**src/rtl/rf_wb_buffer.sv**
```systemverilog
// Register-file write-back buffer: decodes the destination from the IR, queues up to two
// pending writes, drains one per granted cycle, and forwards queued data to the read ports.
module rf_wb_buffer #(
  parameter int DW    = 32,
  parameter int DEPTH = 2
) (
  input  logic          clk,
  input  logic          rst,
  input  logic          in_valid,
  output logic          in_ready,
  input  logic [31:0]   in_ir,
  input  logic [1:0]    in_wb_sel,
  input  logic [DW-1:0] in_data,
  input  logic          flush,
  input  logic          rf_grant,
  output logic          rf_we,
  output logic [3:0]    rf_waddr,
  output logic [DW-1:0] rf_wdata,
  input  logic [3:0]    rd_addr_a,
  input  logic [3:0]    rd_addr_b,
  output logic          fwd_hit_a,
  output logic          fwd_hit_b,
  output logic [DW-1:0] fwd_data_a,
  output logic [DW-1:0] fwd_data_b,
  output logic [1:0]    count
);

  logic [3:0]    r_addr [2];
  logic [DW-1:0] r_data [2];
  logic          r_head;
  logic          r_tail;
  logic [1:0]    r_count;

  logic [3:0]    w_dec_addr;
  logic          w_push;
  logic          w_pop;
  logic          w_unused_ir;

  assign w_unused_ir = ^{in_ir[31:24], in_ir[11:0]};

  // NOTE: every always_comb output gets a default first so no path leaves it unassigned (no latch).
  always_comb begin
    w_dec_addr = '0;
    case (in_wb_sel)
      2'd0:    w_dec_addr = in_ir[23:20];
      2'd1:    w_dec_addr = in_ir[15:12];
      2'd2:    w_dec_addr = in_ir[19:16];
      default: w_dec_addr = '0;
    endcase
  end

  assign in_ready = !rst && (r_count < 2'(DEPTH));
  // R0 and "no write" selections still consume the handshake but never enter the queue.
  assign w_push   = in_valid && in_ready && (w_dec_addr != 4'd0);
  assign rf_we    = (r_count != 2'd0) && rf_grant && !flush && !rst;
  assign w_pop    = rf_we;
  assign rf_waddr = (r_count != 2'd0) ? r_addr[r_head] : 4'd0;
  assign rf_wdata = (r_count != 2'd0) ? r_data[r_head] : '0;
  assign count    = r_count;

  // NOTE: sequential state uses non-blocking assignments so all registers update from pre-edge values.
  always_ff @(posedge clk) begin
    if (rst || flush) begin
      r_head  <= 1'b0;
      r_tail  <= 1'b0;
      r_count <= 2'd0;
    end else begin
      if (w_push) r_tail <= ~r_tail;
      if (w_pop)  r_head <= ~r_head;
      case ({w_push, w_pop})
        2'b10:   r_count <= r_count + 2'd1;
        2'b01:   r_count <= r_count - 2'd1;
        default: r_count <= r_count;
      endcase
    end
  end

  // NOTE: entry storage is not reset; r_count alone defines which entries are valid.
  always_ff @(posedge clk) begin
    if (w_push) begin
      r_addr[r_tail] <= w_dec_addr;
      r_data[r_tail] <= in_data;
    end
  end

  // The entry just behind the tail is always the youngest; the other is only live when full.
  function automatic logic [DW:0] lookup(input logic [3:0] a);
    logic y;
    y = ~r_tail;
    if (a != 4'd0 && r_count != 2'd0 && r_addr[y] == a)
      return {1'b1, r_data[y]};
    if (a != 4'd0 && r_count == 2'd2 && r_addr[~y] == a)
      return {1'b1, r_data[~y]};
    return '0;
  endfunction

  always_comb begin
    {fwd_hit_a, fwd_data_a} = lookup(rd_addr_a);
    {fwd_hit_b, fwd_data_b} = lookup(rd_addr_b);
  end

endmodule

```
**config.mk**
```make
export PLATFORM = sky130hd
export DESIGN_NAME = rf_wb_buffer
export DESIGN_NICKNAME = d
export VERILOG_FILES = /design/src/rtl/rf_wb_buffer.sv
export SDC_FILE = /design/constraint.sdc
export NUM_CORES = 1
export LEC_CHECK = 0
export CAP_MARGIN = 0
export CORE_MARGIN = 2
export CORE_UTILIZATION = 25
export CTS_CLUSTER_DIAMETER = 50
export DETAILED_ROUTE_END_ITERATION = 10
export SLEW_MARGIN = 30
export SYNTH_ARGS = -nofsm -noshare
export SYNTH_HDL_FRONTEND = slang
export SYNTH_SLANG_ARGS = --single-unit
```
**constraint.sdc**
```tcl
create_clock -name clk -period 5 [get_ports clk]
set_clock_uncertainty 0.2 [all_clocks]
set_input_delay 1.5 -clock clk [delete_from_list [all_inputs] [get_ports clk]]
set_output_delay 1.5 -clock clk [all_outputs]
set_load 0.1 [all_outputs]
```
==> flow_metrics.tcl <==
set metrics [dict create \
    drive_above_1_share 0.435 \
    cts_hold_buf 0 \
    clock.fmax_mhz 202 \
    htree_levels 3 \
    die_area_um2 17700 \
    max_cap_viol_count 0 \
    cts_tree "done" \
    synth-edff-count 72 \
    async_flop_share 0 \
    final_util 0.472 \
    numClockSinks 78 \
    die_y_um 133 \
    status "finished, final reports clean" \
    ant_nets 0 \
    numPortBuffers 164 \
    grt_max_degree 22 \
    period_share 0.991 \
    drc 0 \
    synth.avg_cell_area_um2 13.1 \
    path_class "in -> out" \
    grt_pass1_vias 3792 \
    setup-violations-final 0 \
    final_common_cell "buf_12" \
    place_worst_setup_slack_ns -0.412 \
    routed_wirelength_um 14600 \
    drt-pass1-iter-count 5 \
    io_pins 185 \
    end_kind "output port" \
    drv_slew 0 \
    fin_crit_ns 4.96 \
    grt_pass1_wl_um 21500 \
    avgRoutedWirePerCell_um 19.6 \
    grt_usage 0.164 \
    cp_max_fo 8 \
    cts_buffer_depth 2 \
    syn_nets 401 \
    hold_ws_ns 0.309 \
    finalNetCount 601 \
    start_util 0.254 \
    synth_warnings 0 \
    power_density_nw_per_um2 204 \
    fin_total_pwr_mw 1.58 \
    ys_seq_elements 78 \
    gp_congestion 0.763 \
    cts_buffers 9 \
    die_w_um 133 \
    required_ns 3.30 \
    final_cell_mix "buf_12, edfxtp_1, buf_4, clkdlybuf4s50_1, mux2i_1" \
    cts_root_buf "clkbuf_16" \
    clk_pin_slew_worst_paths_ns 0.06 \
    syn_area_um2 4170 \
    via_per_inst 4.67 \
    peakVddDrop_v 0.000113 \
    placeableCoreArea_um2 16400 \
    hold_viol 0 \
    row_count 47 \
    worstPathArrival_ns 3.26 \
    worstMarginPinSlew_ns 0.977 \
    synthFlopType "edfxtp_1" \
    n_antenna_cell 0 \
    drt-initial-drc-count 147 \
    synth.distinct_cells 34 \
    startpoint_type "input port" \
    worstSkewPairLatency_ns 0.34 \
    rsz0062_at_grt "true" \
    hold_class "reg -> reg" \
    antenna_found_initial 0 \
    synth-seq-area-share 0.548 \
    setup_slack_ns 0.0438 \
    via_count 3471 \
    tns_ns 0 \
    leakagePower_nw 2.91 \
    relSlewSlack 0.347 \
    overflow 0 \
    netlist_instances 319 \
    hpwlAfterDp_um 9200 \
    area_delta_synth_final_pct 86.1 \
]
metrics by stage:
step	std cells	instance area [um^2]
finish	744	7750
global route	744	7750
CTS	744	7660
detailed placement	706	6790
global placement	706	6790
floorplan	319	4170
state kept, by name, summed over array words and instances (netlist names), named ones only:
name	count
r_addr	8
r_head	1
r_data	64
r_tail	1
count	2
routing by layer:
layer / GRT usage / part of all wire
met5: 0 / 0
met4: 0.0424 / 0.012
met3: 0.0429 / 0.056
met2: 0.297 / 0.53
met1: 0.191 / 0.41
kinds of logic after synthesis:
family | count (synthesis) | synth area share
AO/OA/AOI/OAI | 74 | 0.151
buffers and inverters | 27 | 0.0418
multiplexers | 52 | 0.132
adder cells (fa/ha/maj) | 3 | 0.00901
flip-flops | 78 | 0.548
AND/OR/NAND/NOR | 65 | 0.0763
XOR/XNOR | 20 | 0.0421
where the power goes:
| group | switching (mW) | total, mW | internal (mW) | leakage [nW] |
|---|---|---|---|---|
| clock network | 0.243 | 0.577 | 0.334 | 0.128 |
| logic | 0.149 | 0.249 | 0.0999 | 2.07 |
| registers | 0.0195 | 0.756 | 0.737 | 0.709 |
worst max-delay path, stage by stage:
cell     delay [ns]
buf_8          0.11
buf_6          0.11
xnor2_2        0.12
nor3_2         0.16
nand4_1        0.12
buf_6          0.15
buf_6          0.13
mux2_4         0.40
a22o_4         0.30
buf_12         0.16
path summary, 6_finish.rpt:
path                     start             end  slack [ns]  cells after the start
setup / recovery  rd_addr_b[3]  fwd_data_b[29]        0.04                     10
hold / removal          r_head          r_head        0.31                      2
setup reg to reg      count[1]   r_data[1][30]        2.86                      5
hold reg to reg         r_head          r_head        0.31                      2
Yosys cell counts (4+ instances only):
cell type,instances,area share
mux2i_1,47,0.11
a22o_1,64,0.13
nor2_1,44,0.040
edfxtp_1,72,0.52
buf_2,4,0.0048
o21ai_1,5,0.0060
xor2_1,14,0.029
buf_6,8,0.022
xnor2_1,6,0.013
clkbuf_1,7,0.0063
nor3_2,5,0.012
dfxtp_1,6,0.029
repair_timing:
item / 4_1_cts / 5_1_grt
pin swaps: 43 / 13
cloned: 9 / 1
gates resized for setup: 85 / 18
endpoints found under the setup margin: 64 / 63
buffers inserted: 14 / 0
layout make-up:
| type | instances | area [um^2] |
|---|---|---|
| fill | 1426 | 8660 |
| timing repair buffer | 208 | 2760 |
| sequential | 78 | 2280 |
| multi-input combinational | 219 | 2160 |
| tap | 220 | 275 |
| clock buffer | 12 | 236 |
| clock inverter | 4 | 22.5 |
| inverter | 3 | 11.3 |
(Power assumes the default switching activity.)
